### config.mk
export PLATFORM = sky130hd
export DESIGN_NAME = pipeline_hazard_ctrl
export DESIGN_NICKNAME = d
export VERILOG_FILES = /design/src/rtl/pipeline_hazard_ctrl.sv
export SDC_FILE = /design/constraint.sdc
export NUM_CORES = 1
export LEC_CHECK = 0
export ABC_AREA = 1
export ABC_CLOCK_PERIOD_IN_PS = 5600
export CORE_MARGIN = 2
export CORE_UTILIZATION = 52
export CTS_CLUSTER_SIZE = 28
export DETAILED_ROUTE_END_ITERATION = 6
export GPL_ROUTABILITY_DRIVEN = 0
export GPL_TIMING_DRIVEN = 1
export PLACE_DENSITY = 0.94
export SLEW_MARGIN = 10
export SYNTH_ARGS = -nofsm -noshare
export SYNTH_HDL_FRONTEND = slang
export SYNTH_SLANG_ARGS = --single-unit
export TNS_END_PERCENT = 20
### constraint.sdc
create_clock -name clk_i -period 5.6 [get_ports clk_i]
set_input_delay 0.84 -clock clk_i [delete_from_list [all_inputs] [get_ports clk_i]]
set_output_delay 0.84 -clock clk_i [all_outputs]
set_load 0.01 [all_outputs]
### src/rtl/pipeline_hazard_ctrl.sv
// Pipeline hazard controller: resolves load-use, multi-cycle multiply and
// data-memory wait hazards by stalling, flushing or bubbling pipeline registers.
module pipeline_hazard_ctrl #(
  parameter int MUL_LAT = 4
) (
  input  logic        clk_i,
  input  logic        rst_i,
  input  logic [4:0]  idRsAddr_i,
  input  logic [4:0]  idRtAddr_i,
  input  logic        exMemRead_i,
  input  logic [4:0]  exRdAddr_i,
  input  logic        idIsMul_i,
  input  logic        branchTaken_i,
  input  logic        memReq_i,
  input  logic        memAck_i,
  output logic        pcStall_o,
  output logic        ifidStall_o,
  output logic        idexStall_o,
  output logic        exmemStall_o,
  output logic        ifidFlush_o,
  output logic        idexFlush_o,
  output logic        exmemBubble_o,
  output logic        memwbBubble_o,
  output logic        mulStart_o,
  output logic [1:0]  state_o,
  output logic [15:0] stallCount_o
);

  typedef enum logic [1:0] {
    RUN      = 2'b00,
    MUL_BUSY = 2'b01,
    MEM_WAIT = 2'b10
  } state_t;

  // The issue cycle itself counts toward the latency, so the counter starts two short.
  localparam logic [3:0] MUL_CNT_INIT = 4'(MUL_LAT - 2);

  state_t      r_state;
  state_t      w_nextState;
  logic [3:0]  r_mulCnt;
  logic [3:0]  w_nextMulCnt;
  logic        r_retMul;
  logic        w_nextRetMul;
  logic        r_mulFirst;
  logic        w_nextMulFirst;
  logic [15:0] r_stallCount;
  logic        w_memStall;
  logic        w_loadUse;

  assign w_memStall = memReq_i && !memAck_i && (r_state != MEM_WAIT);
  assign w_loadUse  = exMemRead_i && (exRdAddr_i != 5'd0) &&
                      ((exRdAddr_i == idRsAddr_i) || (exRdAddr_i == idRtAddr_i));

  assign state_o      = r_state;
  assign stallCount_o = r_stallCount;

  always_ff @(posedge clk_i) begin
    if (rst_i) begin
      r_state      <= RUN;
      r_mulCnt     <= 4'd0;
      r_retMul     <= 1'b0;
      r_mulFirst   <= 1'b0;
      r_stallCount <= 16'd0;
    end else begin
      r_state    <= w_nextState;
      r_mulCnt   <= w_nextMulCnt;
      r_retMul   <= w_nextRetMul;
      r_mulFirst <= w_nextMulFirst;
      if (pcStall_o && (r_stallCount != 16'hFFFF)) begin
        r_stallCount <= r_stallCount + 16'd1;
      end
    end
  end

  always_comb begin
    w_nextState    = r_state;
    w_nextMulCnt   = r_mulCnt;
    w_nextRetMul   = r_retMul;
    w_nextMulFirst = 1'b0;
    case (r_state)
      RUN: begin
        if (w_memStall) begin
          w_nextState  = MEM_WAIT;
          w_nextRetMul = 1'b0;
        end else if (!w_loadUse && idIsMul_i) begin
          w_nextState    = MUL_BUSY;
          w_nextMulCnt   = MUL_CNT_INIT;
          w_nextMulFirst = 1'b1;
        end
      end
      MUL_BUSY: begin
        if (w_memStall) begin
          w_nextState  = MEM_WAIT;
          w_nextRetMul = 1'b1;
        end else if (r_mulCnt == 4'd0) begin
          w_nextState = RUN;
        end else begin
          w_nextMulCnt = r_mulCnt - 4'd1;
        end
      end
      MEM_WAIT: begin
        if (memAck_i) begin
          w_nextState = r_retMul ? MUL_BUSY : RUN;
        end
      end
      default: w_nextState = RUN;
    endcase
  end

  always_comb begin
    pcStall_o     = 1'b0;
    ifidStall_o   = 1'b0;
    idexStall_o   = 1'b0;
    exmemStall_o  = 1'b0;
    ifidFlush_o   = 1'b0;
    idexFlush_o   = 1'b0;
    exmemBubble_o = 1'b0;
    memwbBubble_o = 1'b0;
    mulStart_o    = 1'b0;
    if (!rst_i) begin
      case (r_state)
        RUN: begin
          if (w_memStall) begin
            pcStall_o     = 1'b1;
            ifidStall_o   = 1'b1;
            idexStall_o   = 1'b1;
            exmemStall_o  = 1'b1;
            memwbBubble_o = 1'b1;
          end else if (w_loadUse) begin
            pcStall_o   = 1'b1;
            ifidStall_o = 1'b1;
            idexFlush_o = 1'b1;
          end else begin
            ifidFlush_o = branchTaken_i;
          end
        end
        MUL_BUSY: begin
          mulStart_o = r_mulFirst;
          if (w_memStall) begin
            pcStall_o     = 1'b1;
            ifidStall_o   = 1'b1;
            idexStall_o   = 1'b1;
            exmemStall_o  = 1'b1;
            memwbBubble_o = 1'b1;
          end else begin
            pcStall_o     = 1'b1;
            ifidStall_o   = 1'b1;
            idexStall_o   = 1'b1;
            exmemBubble_o = 1'b1;
          end
        end
        MEM_WAIT: begin
          if (!memAck_i) begin
            pcStall_o     = 1'b1;
            ifidStall_o   = 1'b1;
            idexStall_o   = 1'b1;
            exmemStall_o  = 1'b1;
            memwbBubble_o = 1'b1;
          end else if (r_retMul) begin
            // Resuming a multiply: hold the front end as if already back in MUL_BUSY.
            pcStall_o     = 1'b1;
            ifidStall_o   = 1'b1;
            idexStall_o   = 1'b1;
            exmemBubble_o = 1'b1;
          end
        end
        default: begin
          pcStall_o = 1'b0;
        end
      endcase
    end
  end

endmodule

; After elaboration in Yosys (flattened, before gate mapping)
; Cells that the tools add are included.
[word_totals]
register_bits = 24
input_bits = 22
output_inout_bits = 27
word_cells = 82
[op_classes]
add_sub_neg = 2
eq_ne = 15
n_mux = 41
bitwise = 1
n_reduce_logical = 18
[op_table]
columns = op, count
row1 = 1-bit 2-to-1 mux, 25
row2 = 16-bit by 1-bit adder with 16-bit output (second input constant), 1
row3 = 4-bit 2-to-1 mux, 4
row4 = 16-bit inequality test (second input constant), 1
row5 = 2-bit inequality test (second input constant), 8
row6 = 5-bit equality test, 2
row7 = 2-bit 2-to-1 mux, 5
row8 = 4-bit case mux with 2 select lines, 1
row9 = 1-bit logical AND, 6
row10 = 3-bit inequality test (second input constant), 2
row11 = 1-bit case mux with 2 select lines, 3
row12 = 1-bit case mux with 3 select lines, 2
row13 = 2-bit case mux with 3 select lines, 1
row14 = 3-bit AND reduction, 2
row15 = 5-bit AND reduction, 1
row16 = 5-bit nonzero test, 1
row17 = 4-bit logical NOT, 1
row18 = 4-bit by 1-bit subtractor with 4-bit output (second input constant), 1
row19 = 3-bit OR reduction, 1
row20 = 2-bit by 1-bit equality test with 1-bit output (second input constant), 1
row21 = 2-bit equality test (second input constant), 1
row22 = 1-bit logical NOT, 2
row23 = 2-bit logical NOT, 1
row24 = 2-bit nonzero test, 1
row25 = 3 further kinds, 3

; Depth between registers and ports, before layout
[logic_depth]
ltp_word = 8
ltp_mapped = 13
depth_no_buf = 13

; Least setup slack after synthesis
; No wires, ideal clock.
[synth_timing]
path_kind = input port to output port
startpoint = in exRdAddr_i[1]
endpoint = out pcStall_o
arrival_time_ns = 1.792
required_time_ns = 4.760
path_slack_ns = 2.968
stages = 10
path_buffers = 2
cell_sequence = inv_1 > nand2_1 > nand2_1 > nor2_1 > nand3_1 > nand2_1 > nand3_1 > nand2_2 > buf_2 > buf_4
[synth_between]
elab_chain_len = 7
word_cells_on_any_way = 10
classes_between = eq/ne: 2 / mux: 4 / reduce/logical: 4
[synth_lines]
columns = item, line
row1 = start: declaration, 11  ; input logic [4:0] exRdAddr_i,
row2 = 5-bit equality test / 5-bit nonzero test (equally long branches), "52, 51"
row3 = 1-bit logical OR / 1-bit logical AND (equally long branches), "52, 51"
row4 = 1-bit logical AND *, 51  ; assign w_loadUse = exMemRead_i && (exRdAddr_i != 5'd0) &&
row5 = 1-bit 2-to-1 mux * (2 in series), n/a
row6 = 1-bit case mux with 3 select lines *, n/a
row7 = 1-bit 2-to-1 mux *, n/a
row8 = end: declaration, 16  ; output logic pcStall_o,
; Mark *: on every way between the ends. The rest lies on a longest branch, timed or not.

; Worst setup path after layout
[layout_timing]
startpoint = in rst_i
endpoint = out ifidStall_o
[layout_between]
elab_chain_len = 1
[layout_lines]
columns = item, line
row1 = start: declaration, 7  ; input logic rst_i,
row2 = 1-bit 2-to-1 mux, 120  ; if (!rst_i) begin
row3 = end: declaration, 17  ; output logic ifidStall_o,
; No other way between the ends.

==> flow_summary.toml <==
[run_status]
run_status = "completed"

[yosys]
yosys_warnings = 0
yosysSeqAreaShare = 0.2689
synth_cell_type_count = 29
synth_area_mm2 = 0.001787
synthesis.nets = 322
edff_count_synth = 0
postSynthRegisterBits = 24
asyncSetResetFlopFracSynth = 0
synth_cells = 293
synth_ff_type = "dfxtp_1"
synth_area_per_cell_um2 = 6.098

[clock_network]
cts_buffer_depth = 2
cts.repair_timing.setup_buffer_count = 0
htreeDepth = 1
ctsRootBufferMaster = "clkbuf_4"
cts_inserted_buffers = 3
cts_hold_repair.buffers = 0
clkSinkCount = 24
post_cts.resized_instances = 0
cts.clk_slew.worst_paths_ns = 0.13
clk-insertion-delay-late_ns = 0.32
tritoncts = "built"

[timing]
setup_viol = 0
achievable-frequency_mhz = 255.4
rsz0062_at_grt = "no"
fin_crit_ns = 3.916
hold_ws_ns = 0.4763
relSlewSlack = 0.5631
final.setup_skew_ns = 0.006367
fin_setup_tns_ns = 0
final_max_slew_viol_count = 0
post-route-period-util = 0.6993
worstMarginPinSlew_ns = 0.6533
hold_viol = 0

[critical_path]
crit_start = "rst_i"
worstReg2RegStart = "stallCount_o[0]$_SDFFE_PP0P_"
critPathRequiredTime_ns = 4.76
setup.worst_path.start_class = "primary input"
critical_path_at_ns = 3.08
worstSetupEndpointType = "output port"
path_max_fanout = 24
worstSetupPathType = "primary input to output port"

[detailed_routing]
wl_per_cell_um = 10.58
postRouteAntennaNets = 0
firstDrtPassIters = 4
vias_per_cell = 4.885
num_vias = 1871
post-route-drc-count = 0
totalWireLength_um = 4053
initialDrtViolationCount = 41

[die]
chipWidth_um = 62.62
placeableCoreArea_mm2 = 0.003311
start_util = 0.5397
design.die.area_mm2 = 0.003921
die_h_um = 62.62
io-pin-count = 49
number_of_standard_cell_rows_in_the_floorplan = 21

[grt]
number_of_global_route_vias_before_repair = 1773
global_route.usage.total = 0.2138
largest_net_degree_at_the_start_of_global_routing = 25
globalRoute.totalOverflow = 0
first_pass_grt_wire_length_um = 6982
number_of_antenna_violations_at_the_first_check_in_global_routing = 0

[cells_and_area]
multiInputGateArea_mm2 = 0.001095
final_nets = 368
diodes = 0
n_fill_cell = 298
flow.area_growth_from_synthesis_pct = 29.34
regArea_um2 = 480.5
layout_common_cells = "84 x nand2_1, 48 x clkdlybuf4s50_1, 42 x inv_1, 42 x nor2_1, 28 x nand3_1"
layout.cells.most_common = "nand2_1"
final_area_mm2 = 0.002311
drive_above_1_share = 0.07715

[place]
detailed_place_hpwl_um = 3139
area_after_detailed_placement_mm2 = 0.002288
place.port_buffers = 48

[power_and_ir_drop]
power_leakage_nw = 1.106
worst_ir_drop_vdd_mv = 0.2149
report.power.total_uw = 664.9
power_per_cell_area_mw_per_mm2 = 287.7

[worst_hold_path]
holdCritStartpoint = "r_retMul$_SDFFE_PP0P_"
holdCritPathClass = "register to register"

[flow_run]
max_cap_violations = 0
## cells by family after synthesis
family | share of synthesized area
simple gates | 0.4419
buf+inv | 0.1183
compound gates | 0.08754
flops | 0.2689
xor+xnor | 0.03431
fa+ha+maj | 0.04902
## final timing paths
check                                                     to  slack (ns)  cells past startpoint
worst max-delay path                             ifidStall_o        1.68                      7
worst max register to register  stallCount_o[2]$_SDFFE_PP0P_        3.49                     12
worst min-delay path                   r_retMul$_SDFFE_PP0P_        0.48                      2
worst min register to register         r_retMul$_SDFFE_PP0P_        0.48                      2
## power breakdown
part | switching [mW] | internal (mW) | total, mW
logic | 0.207 | 0.157 | 0.363
clock network | 0.0517 | 0.0253 | 0.0769
registers | 0.0266 | 0.198 | 0.225
total | 0.285 | 0.380 | 0.665
## critical path: stages
cell,delay (ns)
clkdlybuf4s50_1,0.74
nor2_1,0.24
inv_1,0.07
nor2_1,0.08
nand3_1,0.09
nand2_2,0.37
clkdlybuf4s50_1,0.63
## sequential cells by signal (all words and copies together), names as in the netlist
signal and flops:
stallCount_o 16, r_mulCnt 4, state_o 2, r_mulFirst 1, r_retMul 1
## layout make-up
type / instances / share of cell area
clock buffers: 3 / 0.009746
inverters: 46 / 0.07580
multi-input cells: 216 / 0.4737
flip-flops and latches: 24 / 0.2079
well taps: 46 / 0.02491
repair buffers: 48 / 0.2079
## per-stage QoR
stage               utilization  setup slack (ns)  cells
global route             0.6980             1.510    383
finish                   0.6980             1.684    383
detailed placement       0.6912             1.677    380
global placement         0.6912             1.716    380
floorplan                     -             2.968    293
CTS                      0.6980             1.685    383
## synthesized netlist by cell type, types with 2 or more instances
cell type	instances	area, µm²
nand2_1	84	315.3
inv_1	42	157.7
nor2_1	42	157.7
nand3_1	28	140.1
dfxtp_1	24	480.5
a21oi_1	14	70.07
ha_1	7	87.58
nand2_2	6	37.54
a21oi_2	5	43.79
nand4_1	5	31.28
xor2_1	5	43.79
clkbuf_1	3	11.26
inv_2	3	11.26
o21ai_0	3	15.01
buf_2	2	10.01
buf_4	2	15.01
nand3b_1	2	15.01
nor2_4	2	22.52
nor3_1	2	10.01
or2_2	2	12.51
xnor2_1	2	17.52
## layer usage
metal,part of all wire,vias to the layer above,global-route usage
met5,0,-,0
met4,0.011,0,0.08333
met3,0.031,5,0.03423
met2,0.53,30,0.4073
met1,0.43,835,0.2340
li1,-,1001,-
Power figures use the tool's default switching activity.
